$ cat src/rtl/div_unit.sv
// Multi-cycle radix-2 restoring divider (DIV/DIVU) returning {remainder, quotient}.
// Optional macro DIV_BYZERO_FAST_EN: one-cycle divide-by-zero path plus div_zero_o flag.
module div_unit #(
    parameter int DATA_W = 32,
    parameter int CNT_W  = 6
) (
    input  logic                  clk,
    input  logic                  rst,
    input  logic                  start_i,
    input  logic                  signed_i,
    input  logic [DATA_W-1:0]     dividend_i,
    input  logic [DATA_W-1:0]     divisor_i,
    input  logic                  annul_i,
    output logic [2*DATA_W-1:0]   result_o,
    output logic                  ready_o,
`ifdef DIV_BYZERO_FAST_EN
    output logic                  div_zero_o,
`endif
    output logic                  busy_o
);

    typedef enum logic [1:0] {FREE, ON, BYZERO, END} state_t;

    localparam logic [CNT_W-1:0] LAST = CNT_W'(DATA_W - 1);

    state_t                  state;
    logic [CNT_W-1:0]        cnt;
    logic [DATA_W-1:0]       rem, quo, dvsr;
    logic                    neg_q, neg_r;
    logic [DATA_W:0]         trial;
    logic [DATA_W-1:0]       rem_nx, quo_nx;
    logic signed [DATA_W-1:0] dividend_s, divisor_s;
    logic                    accept;

    // Two's complement negate when neg is set; wraps mod 2**DATA_W.
    function automatic logic [DATA_W-1:0] apply_sign(input logic [DATA_W-1:0] v,
                                                     input logic neg);
        return neg ? (~v + DATA_W'(1)) : v;
    endfunction

    assign dividend_s = $signed(dividend_i);
    assign divisor_s  = $signed(divisor_i);
    assign accept     = (state == FREE) && start_i && !annul_i;

    // One restoring step: shift {rem,quo} left, subtract divisor if it fits.
    always_comb begin
        trial  = {rem, quo[DATA_W-1]} - {1'b0, dvsr};
        rem_nx = {rem[DATA_W-2:0], quo[DATA_W-1]};
        quo_nx = {quo[DATA_W-2:0], 1'b0};
        if (!trial[DATA_W]) begin
            rem_nx = trial[DATA_W-1:0];
            quo_nx = {quo[DATA_W-2:0], 1'b1};
        end
    end

    // Datapath registers carry no reset; they are always reloaded on accept.
    always_ff @(posedge clk) begin
        if (accept) begin
            rem   <= '0;
            quo   <= (divisor_i == '0) ? dividend_i
                                       : apply_sign(dividend_i, signed_i && (dividend_s < 0));
            dvsr  <= apply_sign(divisor_i, signed_i && (divisor_s < 0));
            neg_q <= signed_i && ((dividend_s < 0) != (divisor_s < 0));
            neg_r <= signed_i && (dividend_s < 0);
        end else if (state == ON) begin
            rem <= rem_nx;
            quo <= quo_nx;
        end
    end

    always_ff @(posedge clk) begin
        if (rst) begin
            state    <= FREE;
            cnt      <= '0;
            result_o <= '0;
            ready_o  <= 1'b0;
            busy_o   <= 1'b0;
`ifdef DIV_BYZERO_FAST_EN
            div_zero_o <= 1'b0;
`endif
        end else begin
            ready_o <= 1'b0;
`ifdef DIV_BYZERO_FAST_EN
            div_zero_o <= 1'b0;
`endif
            case (state)
                FREE: begin
                    if (accept) begin
                        cnt    <= '0;
                        busy_o <= 1'b1;
                        state  <= (divisor_i == '0) ? BYZERO : ON;
                    end
                end
                ON: begin
                    if (annul_i) begin
                        state  <= FREE;
                        busy_o <= 1'b0;
                    end else if (cnt == LAST) begin
                        state    <= END;
                        ready_o  <= 1'b1;
                        result_o <= {apply_sign(rem_nx, neg_r), apply_sign(quo_nx, neg_q)};
                    end else begin
                        cnt <= cnt + CNT_W'(1);
                    end
                end
                BYZERO: begin
                    if (annul_i) begin
                        state  <= FREE;
                        busy_o <= 1'b0;
`ifdef DIV_BYZERO_FAST_EN
                    end else begin
                        state      <= END;
                        ready_o    <= 1'b1;
                        div_zero_o <= 1'b1;
                        result_o   <= {quo, {DATA_W{1'b1}}};
                    end
`else
                    end else if (cnt == LAST) begin
                        state    <= END;
                        ready_o  <= 1'b1;
                        result_o <= {quo, {DATA_W{1'b1}}};
                    end else begin
                        cnt <= cnt + CNT_W'(1);
                    end
`endif
                end
                END: begin
                    state  <= FREE;
                    busy_o <= 1'b0;
                end
                default: begin
                    state  <= FREE;
                    busy_o <= 1'b0;
                end
            endcase
        end
    end

endmodule
$ cat config.mk
export PLATFORM = sky130hd
export DESIGN_NAME = div_unit
export DESIGN_NICKNAME = d
export VERILOG_FILES = /design/src/rtl/div_unit.sv
export SDC_FILE = /design/constraint.sdc
export NUM_CORES = 1
export LEC_CHECK = 0
export BUFFER_PORTS_ARGS = -buffer_cell sky130_fd_sc_hd__clkbuf_2
export CAP_MARGIN = 40
export CELL_PAD_IN_SITES_DETAIL_PLACEMENT = 0
export CELL_PAD_IN_SITES_GLOBAL_PLACEMENT = 2
export CORE_MARGIN = 3
export CORE_UTILIZATION = 32
export CTS_CLUSTER_DIAMETER = 30
export DETAILED_ROUTE_END_ITERATION = 10
export GPL_ROUTABILITY_DRIVEN = 0
export PLACE_DENSITY = 0.76
export REMOVE_ABC_BUFFERS = 1
export SYNTH_ARGS = -nofsm -noshare
export SYNTH_HDL_FRONTEND = slang
export SYNTH_SLANG_ARGS = --single-unit
$ cat constraint.sdc
create_clock -name clk -period 5.3 [get_ports clk]
set_clock_uncertainty 0.15 [all_clocks]
set_input_delay 0.53 -clock clk [delete_from_list [all_inputs] [get_ports clk]]
set_output_delay 0.53 -clock clk [all_outputs]
set_load 0.005 [all_outputs]
==> insert_results.sql, run 1 <==
INSERT INTO impl_metrics (metric_group, metric, value, unit) VALUES
('critical_path', 'crit_path_max_fanout', '11', ''),
('pwr', 'netSwitchingFraction', '48.5', '%'),
('critical_path', 'worst_path_largest_cell_delay', '0.47', 'ns'),
('timing', 'clock.fmax', '199', 'MHz'),
('hold_path', 'hp-start', 'divisor_i[0]', ''),
('drt', 'post_drt_wl_per_cell', '19.2', 'µm'),
('critical_path', 'reg2reg_from', 'quo[31]', ''),
('logic_synthesis', 'ys_types', '79', ''),
('critical_path', 'worst_path_dominant_cell_family', 'simple AND/OR/NAND/NOR gates', ''),
('logic_synthesis', 'edff_count_synth', '66', ''),
('drt', 'vias_per_cell', '5.51', ''),
('final_layout', 'n_antenna_cell', '0', ''),
('timing', 'period_minus_slack', '5.01', 'ns'),
('pwr', 'share_seq_of_total_power', '26.8', '%'),
('critical_path', 'reg2reg_setup_slack', '0.29', 'ns'),
('critical_path', 'path_cells', 'inv_1 > ha_1 > fa_1 > nand2b_1 > a21oi_4 > o211ai_2 > a2111oi_4 > buf_4 > nor3_2 > nor2_4 > inv_2 > a21oi_1 > ha_2 > nand2_1 > or4_1 > nor2_1 > a41o_1 > nand4_1 > nor3b_1 > mux2i_1 > a31oi_1', ''),
('pwr', 'leakage', '5.45', 'nW'),
('timing', 'post-route-period-util', '94.6', '%'),
('cts', 'cts_stage_hold_buffer_count', '0', ''),
('grt', 'grtUsageTotal', '19.4', '%'),
('logic_synthesis', 'count_of_warnings_emitted_by_yosys', '0', ''),
('logic_synthesis', 'synth-async-reset-ratio', '0', '%'),
('logic_synthesis', 'synthDominantCellAreaShare', '17.8', '%'),
('drt', 'met1_length', '18000', 'µm'),
('pwr', 'clkPwrFrac', '16.4', '%'),
('timing', 'grt_setup_unrepaired', 'false', ''),
('drt', 'routed_wl', '38800', 'µm'),
('status', 'outcome', 'finished, final reports clean', ''),
('grt', 'first_pass_grt_wire_length', '60000', 'µm'),
('critical_path', 'worst_setup_path_end_kind', 'flip-flop', ''),
('final_layout', 'layoutNonFillerInstCount', '2027', ''),
('grt', 'antenna_found_initial', '0', ''),
('pwr', 'power.total', '7.85', 'mW'),
('logic_synthesis', 'netlist_area', '11900', 'µm²'),
('die', 'fp.dieArea', '39600', 'µm²'),
('die', 'initial_utilization', '32.5', '%'),
('drt', 'drt_pre_antenna_iters', '6', ''),
('drt', 'routed-via-count', '11174', ''),
('die', 'floorplan.io_pins', '135', ''),
('hold_path', 'hold_class', 'input pin to flip-flop', ''),
('critical_path', 'crit_buf_inv', '3', ''),
('pwr', 'vdd_drop_max', '0.000300', 'V'),
('timing', 'final_number_of_setup_violating_endpoints', '0', ''),
('place', 'place_ws', '0.175', 'ns'),
('logic_synthesis', 'avgSynthCellArea', '8.27', 'µm²'),
('logic_synthesis', 'ys_seq_elements', '172', ''),
('cts', 'clock_tree.htree_level_count', '4', ''),
('critical_path', 'critical_path_required', '5.46', 'ns'),
('final_layout', 'most_frequent_cells_in_the_layout', '140 x sky130_fd_sc_hd__o21ai_0, 135 x sky130_fd_sc_hd__clkbuf_2, 127 x sky130_fd_sc_hd__nand2_1, 123 x sky130_fd_sc_hd__a21oi_1, 120 x sky130_fd_sc_hd__nor2_1', ''),
('logic_synthesis', 'yosys.area_share.simple', '18.7', '%'),
('logic_synthesis', 'synth_compound_gate_area_share', '25.7', '%'),
('critical_path', 'cp-start-kind', 'flip-flop', ''),
('final_layout', 'finish.net_count', '1656', ''),
('final_layout', 'layout.cells.most_common', 'sky130_fd_sc_hd__o21ai_0', ''),
('pwr', 'internal_power', '4.04', 'mW'),
('die', 'die_width', '199', 'µm'),
('logic_synthesis', 'synthTopCellsByArea', 'sky130_fd_sc_hd__dfxtp_1 18%, sky130_fd_sc_hd__edfxtp_1 17%, sky130_fd_sc_hd__o21ai_0 5.9%', ''),
('drt', 'post_detailed_route_count_of_antenna_violating_nets', '0', ''),
('cts', 'clkSinkCount', '172', ''),
('logic_synthesis', 'synthMuxAreaShare', '2.81', '%'),
('logic_synthesis', 'synth_top_flop_cell', 'sky130_fd_sc_hd__dfxtp_1', ''),
('place', 'place_hpwl', '29900', 'µm'),
('die', 'rows', '70', ''),
('timing', 'hold_viol', '0', ''),
('critical_path', 'crit_slowest_cell', 'sky130_fd_sc_hd__or4_1', ''),
('grt', 'largest_net_degree_at_the_start_of_global_routing', '68', ''),
('critical_path', 'r2r-end', 'result_o[62]', ''),
('drt', 'drc', '0', ''),
('drt', 'met2_layer_wire_length_in_the_routed_design', '18500', 'µm'),
('die', 'core_region_area', '36700', 'µm²'),
('cts', 'clockBufferDepth', '2', '');
-- cell type report --
cell class / instances / area (µm²)
clock buffer: 21 / 503
clock inverter: 11 / 90.1
fill: 3801 / 23000
inverter: 60 / 225
multi-input combinational: 1132 / 7320
sequential: 172 / 4100
tap: 468 / 586
timing repair buffer: 163 / 886
-- metrics by stage --
step                      hold WS [ns]  util (%)
final                            0.223      37.4
after global routing             0.208      37.4
after CTS                        0.212      37.3
after detailed placement         0.309      35.7
after global placement           0.307      35.7
after floorplan                  0.292         -
-- cells in the mapped netlist, types with 40 or more instances --
cell and n:
sky130_fd_sc_hd__nor2_1 121, sky130_fd_sc_hd__clkbuf_1 60, sky130_fd_sc_hd__o21ai_0 140, sky130_fd_sc_hd__dfxtp_1 106, sky130_fd_sc_hd__ha_1 40, sky130_fd_sc_hd__a211oi_1 47, sky130_fd_sc_hd__nand2_1 127, sky130_fd_sc_hd__inv_1 58
sky130_fd_sc_hd__xor2_1 77, sky130_fd_sc_hd__a21oi_1 124, sky130_fd_sc_hd__xnor2_1 54, sky130_fd_sc_hd__edfxtp_1 66
-- repair_timing --
| item | CTS | global route |
|---|---|---|
| buffers inserted | 0 | 1 |
| setup endpoints to repair | 0 | 11 |
| resized for setup | 0 | 4 |
-- power groups by stage --
stage / sequential (mW) / combinational, mW / clock, mW
floorplan: 1.99 / 3.14 / 0
global placement: 2.13 / 4.42 / 0
detailed placement: 2.13 / 4.41 / 0
CTS: 2.10 / 4.44 / 1.32
global route: 2.14 / 4.93 / 1.36
finish: 2.11 / 4.45 / 1.29
-- registers in the layout, indices dropped and copies added (netlist names) --
signal	count
ready_o	1
state	2
quo	32
cnt	6
dvsr	32
rem	32
result_o	64
busy_o	1
neg_q	1
neg_r	1
-- cell families after synthesis --
family | after synthesis
buf+inv | 138
xor+xnor | 131
flops | 172
simple gates | 453
compound gates | 474
fa+ha+maj | 41
mux | 33
-- worst max path at each step --
stage / cells after the start / to / start / slack [ns]
floorplan: 8 / result_o[63] / state[0] / -1.16
global placement: 21 / result_o[62] / quo[31] / 0.37
detailed placement: 21 / result_o[62] / quo[31] / 0.17
CTS: 21 / result_o[62] / quo[31] / 0.14
global route: 21 / result_o[60] / quo[31] / 0.005
finish: 21 / result_o[62] / quo[31] / 0.29
-- per-layer routing --
metal | up-vias | track usage [%]
li1 | 5531 | -
met1 | 5351 | 26.3
met2 | 246 | 32.1
met3 | 46 | 2.97
met4 | 0 | 5.47
met5 | - | 0
Power figures use the tool's default switching activity.
==> run 2: changes to the inputs <==
==> constraint.sdc (replaced) <==
create_clock -name clk -period 4.2 [get_ports clk]
set_clock_uncertainty 0.15 [all_clocks]
set_input_delay 0.42 -clock clk [delete_from_list [all_inputs] [get_ports clk]]
set_output_delay 0.42 -clock clk [all_outputs]
set_load 0.005 [all_outputs]
==> insert_results.sql, run 2 (synthesis gave the netlist of run 1 again) <==
INSERT INTO impl_metrics (metric_group, metric, value, unit) VALUES
('timing', 'finalMaxSlewViolations', '0', ''),
('die', 'fp.dieArea', '39600', 'µm²'),
('place', 'place_hpwl', '31200', 'µm'),
('critical_path', 'crit_path_start', 'dvsr[0]', ''),
('final_layout', 'end_of_flow_core_utilization', '41.7', '%'),
('cts', 'clockBufferDepth', '2', ''),
('hold_path', 'hp-start', 'divisor_i[0]', ''),
('cts', 'clk-insertion-delay-late', '0.45', 'ns'),
('final_layout', 'layout.cells.most_common', 'sky130_fd_sc_hd__buf_4', ''),
('cts', 'clock_tree.htree_level_count', '4', ''),
('drt', 'post_detailed_route_count_of_antenna_violating_nets', '0', ''),
('critical_path', 'worst_setup_path_end_kind', 'flip-flop', ''),
('hold_path', 'hold-path-endpoint', 'dvsr[0]', ''),
('pwr', 'share_seq_of_total_power', '22.9', '%'),
('pwr', 'power_frac_comb', '63.2', '%'),
('critical_path', 'timing.reg2reg.worst_path_depth', '21', ''),
('run', 'max-cap-violations', '0', ''),
('grt', 'vias_in_the_first_global_route', '11194', ''),
('grt', 'first_pass_grt_wire_length', '62500', 'µm'),
('die', 'initial_utilization', '32.5', '%'),
('die', 'floorplan.io_pins', '135', ''),
('critical_path', 'crit_arrival', '4.63', 'ns'),
('grt', 'largest_net_degree_at_the_start_of_global_routing', '68', ''),
('drt', 'drc', '0', ''),
('timing', 'final_number_of_setup_violating_endpoints', '12', ''),
('critical_path', 'crit_slowest_cell', 'sky130_fd_sc_hd__or4_4', ''),
('place', 'count_of_buffers_inserted_at_the_top_level_ports', '134', ''),
('drt', 'routed-via-count', '11626', ''),
('final_layout', 'most_frequent_cells_in_the_layout', '177 x sky130_fd_sc_hd__buf_4, 134 x sky130_fd_sc_hd__clkbuf_2, 128 x sky130_fd_sc_hd__o21ai_0, 126 x sky130_fd_sc_hd__nand2_1, 119 x sky130_fd_sc_hd__nor2_1', ''),
('place', 'post-place-cells', '2132', ''),
('final_layout', 'post_route_cells_drive_above_1_share', '25.2', '%'),
('final_layout', 'flow.area_growth_from_synthesis', '28.3', '%'),
('pwr', 'vdd_drop_max', '0.000452', 'V'),
('critical_path', 'worst_path_largest_cell_delay', '0.45', 'ns'),
('final_layout', 'finish.net_count', '1813', ''),
('die', 'die-height', '199', 'µm'),
('critical_path', 'reg2reg_setup_slack', '-0.21', 'ns'),
('pwr', 'leakage', '6.29', 'nW'),
('drt', 'drt_pre_antenna_iters', '5', ''),
('die', 'rows', '70', ''),
('pwr', 'switching_power', '5.27', 'mW'),
('timing', 'crit_path_setup_slack_layout', '-0.214', 'ns'),
('timing', 'hold_viol', '0', ''),
('critical_path', 'cp-start-kind', 'flip-flop', ''),
('timing', 'max_slew_margin', '46.2', '%'),
('pwr', 'power_per_cell_area', '742', 'nW/µm²'),
('critical_path', 'critical_path_required', '4.41', 'ns'),
('cts', 'cts_tree', 'done', ''),
('final_layout', 'layoutNonFillerInstCount', '2185', ''),
('drt', 'vias_per_cell', '5.32', ''),
('cts', 'clkSinkCount', '172', ''),
('timing', 'post-route-period-util', '105', '%'),
('drt', 'post_drt_wl_per_cell', '18.4', 'µm'),
('cts', 'cts_buffers', '17', ''),
('status', 'outcome', 'finished, violations left', ''),
('timing', 'tightest_slew', '0.806', 'ns'),
('critical_path', 'worstSetupPathType', 'flip-flop to flip-flop', ''),
('status', 'failing_checks', 'setup timing', ''),
('critical_path', 'crit_buf_inv', '3', ''),
('grt', 'antenna_found_initial', '0', ''),
('critical_path', 'r2r-end', 'result_o[60]', ''),
('pwr', 'internal_power', '6.08', 'mW'),
('critical_path', 'crit_path_max_fanout', '5', ''),
('cts', 'cts_root_buf', 'sky130_fd_sc_hd__clkbuf_16', ''),
('die', 'core_region_area', '36700', 'µm²'),
('place', 'place_ws', '-0.516', 'ns'),
('hold_path', 'count_of_cells_along_the_worst_hold_path', '1', ''),
('pwr', 'power.total', '11.4', 'mW'),
('drt', 'routed_wl', '40100', 'µm'),
('cts', 'cts_stage_hold_buffer_count', '0', ''),
('pwr', 'netSwitchingFraction', '46.4', '%'),
('grt', 'grtUsageTotal', '20.1', '%'),
('critical_path', 'path_cells', 'ha_2 > fa_2 > nand2b_4 > a21oi_4 > o211ai_4 > a2111oi_4 > buf_4 > nor3_4 > nor2_4 > inv_4 > a21oi_4 > ha_2 > nand2_1 > or4_4 > buf_4 > nor4_4 > o22ai_2 > nor2b_2 > nand4_1 > nor3b_2 > o31ai_1', ''),
('timing', 'grt_setup_unrepaired', 'true', ''),
('grt', 'total_gr_overflow', '0', ''),
('final_layout', 'largest_register_ffs', '64', ''),
('pwr', 'clkPwrFrac', '13.9', '%'),
('drt', 'dr_iter_0_viols', '831', ''),
('critical_path', 'reg2reg_from', 'dvsr[0]', ''),
('timing', 'clock.fmax', '227', 'MHz'),
('final_layout', 'max_flop_register', 'result_o', ''),
('critical_path', 'worst_path_dominant_cell_family', 'simple AND/OR/NAND/NOR gates', ''),
('cts', 'path_clk_slew', '0.07', 'ns'),
('die', 'die_width', '199', 'µm'),
('hold_path', 'hold_class', 'input pin to flip-flop', ''),
('timing', 'period_minus_slack', '4.41', 'ns'),
('timing', 'finalSetupTns', '-1.12', 'ns');
==> run 2: changes by cell type in the layout (fill, tap and decap cells not counted), moves of 4 or more <==
cell and change:
sky130_fd_sc_hd__o21ai_1 +7, sky130_fd_sc_hd__a21oi_1 -11, sky130_fd_sc_hd__o31ai_1 -8, sky130_fd_sc_hd__a21oi_2 +9, sky130_fd_sc_hd__o21ai_2 +5, sky130_fd_sc_hd__buf_4 +149, sky130_fd_sc_hd__buf_6 +4, sky130_fd_sc_hd__ha_1 -4
sky130_fd_sc_hd__o31ai_4 +6, sky130_fd_sc_hd__o21ai_0 -12
==> run 2: final cells by class <==
| cell class | count | area (µm²) |
|---|---|---|
| multi-input combinational | 1132 | 7670 |
| tap | 468 | 586 |
| sequential | 172 | 4100 |
| clock inverter | 14 | 139 |
| fill | 3747 | 21400 |
| antenna | 1 | 2.50 |
| inverter | 60 | 228 |
| clock buffer | 18 | 429 |
| timing repair buffer | 320 | 2150 |
==> run 2: worst max-delay path by stage <==
| stage | to | slack [ns] | cells after the start |
|---|---|---|---|
| floorplan | result_o[63] | -2.26 | 8 |
| global placement | result_o[62] | -0.37 | 21 |
| detailed placement | result_o[62] | -0.52 | 21 |
| CTS | result_o[60] | -0.18 | 21 |
| global route | result_o[60] | -0.42 | 21 |
| finish | result_o[60] | -0.21 | 21 |
==> run 2: per-stage QoR <==
stage	cell area, µm²	hold WS (ns)
3_3_place_gp	14100	0.308
4_1_cts	15000	0.0731
5_1_grt	15300	0.0780
3_5_place_dp	14200	0.310
6_report	15300	0.0854
2_1_floorplan	11600	0.292
==> run 2: metal layers <==
metal	track usage [%]	up-vias	part of all wire (%)
li1	-	5832	-
met1	26.7	5518	46
met2	33.8	237	49
met3	2.75	39	3.7
met4	6.25	0	2.0
met5	0	-	0
==> run 2: timing repair <==
action | 4_1_cts | 5_1_grt
pin swaps | 25 | 15
buffers inserted | 5 | 15
endpoints found under the setup margin | 28 | 31
resized for setup | 47 | 47
==> run 2: power groups by stage <==
stage	Sequential (mW)	Clock (mW)	Combinational, mW
global placement	2.62	0	6.60
finish	2.60	1.58	7.17
global route	2.65	1.68	7.87
detailed placement	2.62	0	6.61
CTS	2.60	1.62	6.86
floorplan	2.52	0	3.96
==> run 3: changes to the inputs <==
--- a/config.mk
+++ b/config.mk
@@ -14,7 +14,7 @@
 export CTS_CLUSTER_DIAMETER = 30
 export DETAILED_ROUTE_END_ITERATION = 10
 export GPL_ROUTABILITY_DRIVEN = 0
-export PLACE_DENSITY = 0.76
+export PLACE_DENSITY = 0.83
 export REMOVE_ABC_BUFFERS = 1
 export SYNTH_ARGS = -nofsm -noshare
 export SYNTH_HDL_FRONTEND = slang
==> insert_results.sql, run 3 (synthesis gave the netlist of run 1 again) <==
INSERT INTO impl_metrics (metric_group, metric, value, unit) VALUES
('status', 'failing_checks', 'setup timing', ''),
('hold_path', 'hp-start', 'divisor_i[0]', ''),
('critical_path', 'worstSetupPathType', 'flip-flop to flip-flop', ''),
('cts', 'cts_root_buf', 'sky130_fd_sc_hd__clkbuf_16', ''),
('timing', 'hold-worst-slack', '0.0828', 'ns'),
('final_layout', 'layoutNonFillerInstCount', '2187', ''),
('final_layout', 'post_route_cells_drive_above_1_share', '24.2', '%'),
('die', 'initial_utilization', '32.5', '%'),
('final_layout', 'most_frequent_cells_in_the_layout', '181 x sky130_fd_sc_hd__buf_4, 134 x sky130_fd_sc_hd__clkbuf_2, 131 x sky130_fd_sc_hd__o21ai_0, 126 x sky130_fd_sc_hd__nand2_1, 122 x sky130_fd_sc_hd__a21oi_1', ''),
('drt', 'dr_iter_0_viols', '881', ''),
('timing', 'max_slew_margin', '42.7', '%'),
('pwr', 'clkPwrFrac', '14.8', '%'),
('place', 'place_ws', '-0.626', 'ns'),
('final_layout', 'largest_register_ffs', '64', ''),
('cts', 'clk-insertion-delay-late', '0.46', 'ns'),
('final_layout', 'layout.area.seq', '4100', 'µm²'),
('die', 'fp.dieArea', '39600', 'µm²'),
('critical_path', 'crit_arrival', '4.71', 'ns'),
('timing', 'final_number_of_setup_violating_endpoints', '15', ''),
('drt', 'routed_wl', '39600', 'µm'),
('drt', 'drc', '0', ''),
('run', 'max-cap-violations', '0', ''),
('drt', 'post_drt_wl_per_cell', '18.1', 'µm'),
('critical_path', 'reg2reg_setup_slack', '-0.26', 'ns'),
('final_layout', 'layout.cells.most_common', 'sky130_fd_sc_hd__buf_4', ''),
('cts', 'clockBufferDepth', '2', ''),
('timing', 'clock.fmax', '224', 'MHz'),
('critical_path', 'crit_path_start', 'dvsr[0]', ''),
('place', 'count_of_buffers_inserted_at_the_top_level_ports', '134', ''),
('status', 'outcome', 'finished, violations left', ''),
('final_layout', 'footprint_of_the_multi_input_gates', '7540', 'µm²'),
('final_layout', 'fill_cells', '3765', ''),
('die', 'die-height', '199', 'µm'),
('place', 'post-place-cells', '2140', ''),
('drt', 'routed-via-count', '11816', ''),
('final_layout', 'end_of_flow_core_utilization', '41.5', '%'),
('hold_path', 'hold_class', 'input pin to flip-flop', ''),
('die', 'die_width', '199', 'µm'),
('die', 'floorplan.io_pins', '135', ''),
('final_layout', 'n_antenna_cell', '0', ''),
('timing', 'crit_path_setup_slack_layout', '-0.258', 'ns'),
('critical_path', 'critical_path_required', '4.45', 'ns'),
('final_layout', 'max_flop_register', 'result_o', ''),
('final_layout', 'finish.net_count', '1816', ''),
('critical_path', 'r2r-end', 'result_o[54]', ''),
('final_layout', 'postLayoutCellArea', '15200', 'µm²'),
('timing', 'period_minus_slack', '4.46', 'ns'),
('critical_path', 'worst_setup_path_end_kind', 'flip-flop', ''),
('timing', 'grt_setup_unrepaired', 'true', ''),
('place', 'place_hpwl', '30500', 'µm'),
('grt', 'first_pass_grt_wire_length', '62600', 'µm'),
('cts', 'cts_stage_hold_buffer_count', '0', ''),
('final_layout', 'flow.area_growth_from_synthesis', '27.6', '%'),
('drt', 'vias_per_cell', '5.40', ''),
('die', 'core_region_area', '36700', 'µm²'),
('hold_path', 'count_of_cells_along_the_worst_hold_path', '1', ''),
('grt', 'antenna_found_initial', '0', ''),
('critical_path', 'reg2reg_from', 'dvsr[0]', ''),
('drt', 'drt_pre_antenna_iters', '5', ''),
('timing', 'hold_viol', '0', ''),
('pwr', 'switching_power', '5.17', 'mW'),
('drt', 'post_detailed_route_count_of_antenna_violating_nets', '0', ''),
('pwr', 'share_seq_of_total_power', '23.0', '%'),
('cts', 'cts_buffers', '17', ''),
('pwr', 'leakage', '6.29', 'nW'),
('die', 'rows', '70', ''),
('pwr', 'power_per_cell_area', '740', 'nW/µm²'),
('grt', 'largest_net_degree_at_the_start_of_global_routing', '78', ''),
('critical_path', 'cp-start-kind', 'flip-flop', ''),
('hold_path', 'hold-path-endpoint', 'dvsr[0]', ''),
('grt', 'vias_in_the_first_global_route', '11569', ''),
('cts', 'cts_tree', 'done', ''),
('timing', 'post-route-period-util', '106', '%'),
('pwr', 'power_frac_comb', '62.2', '%'),
('timing', 'finalSetupTns', '-2.03', 'ns'),
('cts', 'clock_tree.htree_level_count', '4', ''),
('cts', 'path_clk_slew', '0.07', 'ns'),
('pwr', 'power.total', '11.3', 'mW'),
('grt', 'grtUsageTotal', '19.9', '%'),
('timing', 'tightest_slew', '0.852', 'ns'),
('pwr', 'netSwitchingFraction', '45.9', '%'),
('critical_path', 'crit_path_max_fanout', '6', ''),
('pwr', 'vdd_drop_max', '0.000430', 'V'),
('critical_path', 'timing.reg2reg.worst_path_depth', '21', ''),
('place', 'placedInstanceArea', '14300', 'µm²'),
('cts', 'clkSinkCount', '172', ''),
('pwr', 'internal_power', '6.09', 'mW'),
('grt', 'total_gr_overflow', '0', ''),
('timing', 'finalMaxSlewViolations', '0', '');
## run 3: changes by cell type in the layout (fill, tap and decap cells not counted), moves of 3 or more
cell,change
sky130_fd_sc_hd__clkinv_2,-3
sky130_fd_sc_hd__o21ai_2,-4
sky130_fd_sc_hd__o21ai_0,+3
sky130_fd_sc_hd__buf_4,+4
sky130_fd_sc_hd__a21oi_2,-8
sky130_fd_sc_hd__a21oi_1,+10
## run 3: layout make-up
cell class,count,share of cell area [%]
Multi-Input combinational cell,1132,49.5
Timing Repair Buffer,323,14.3
Clock inverter,12,1.04
Tap cell,468,3.85
Inverter,60,1.50
Clock buffer,20,2.87
Sequential cell,172,27.0
## run 3: how the worst max path moves through the flow
| stage | to | slack [ns] | depth (start not counted) |
|---|---|---|---|
| after floorplan | result_o[63] | -2.26 | 8 |
| after global placement | result_o[62] | -0.39 | 21 |
| after detailed placement | result_o[62] | -0.63 | 21 |
| after CTS | result_o[56] | -0.20 | 21 |
| after global routing | result_o[54] | -0.50 | 21 |
| final | result_o[54] | -0.26 | 21 |
## run 3: power by group through the flow
| stage | registers (mW) | logic (mW) | clock network [mW] |
|---|---|---|---|
| after floorplan | 2.52 | 3.96 | 0 |
| after detailed placement | 2.63 | 6.61 | 0 |
| final | 2.59 | 7.00 | 1.66 |
| after CTS | 2.60 | 6.86 | 1.70 |
| after global routing | 2.64 | 7.67 | 1.76 |
| after global placement | 2.63 | 6.57 | 0 |
## run 3: what timing repair did
action	CTS	global route
hold endpoints to repair	0	0
gates resized for setup	38	19
pin swaps	19	10
buffers inserted	10	7
setup endpoints to repair	27	27
## run 3: routing by layer
layer  vias up  track usage (%)  wire length, µm
met2       256             34.1            19200
met3        52             2.90             1550
met4         0             6.40              956
met5         -                0                0
met1      5660             25.9            17800
li1       5848                -                -
## run 3: critical path, stage by stage, from the launching register on
cell and delay (ns):
sky130_fd_sc_hd__edfxtp_1 0.37, sky130_fd_sc_hd__ha_2 0.21, sky130_fd_sc_hd__fa_2 0.34, sky130_fd_sc_hd__nand2b_4 0.16, sky130_fd_sc_hd__a21oi_4 0.15, sky130_fd_sc_hd__o211ai_2 0.13, sky130_fd_sc_hd__a2111oi_4 0.33, sky130_fd_sc_hd__buf_4 0.17
sky130_fd_sc_hd__o21a_4 0.13, sky130_fd_sc_hd__nor2_4 0.04, sky130_fd_sc_hd__inv_4 0.11, sky130_fd_sc_hd__nor2_4 0.05, sky130_fd_sc_hd__a21oi_2 0.14, sky130_fd_sc_hd__ha_2 0.20, sky130_fd_sc_hd__nand2_1 0.05, sky130_fd_sc_hd__or4_4 0.47
sky130_fd_sc_hd__nor2_4 0.13, sky130_fd_sc_hd__a41o_1 0.25, sky130_fd_sc_hd__nand4_1 0.19, sky130_fd_sc_hd__and3_1 0.24, sky130_fd_sc_hd__o31ai_1 0.24, sky130_fd_sc_hd__o211a_1 0.18
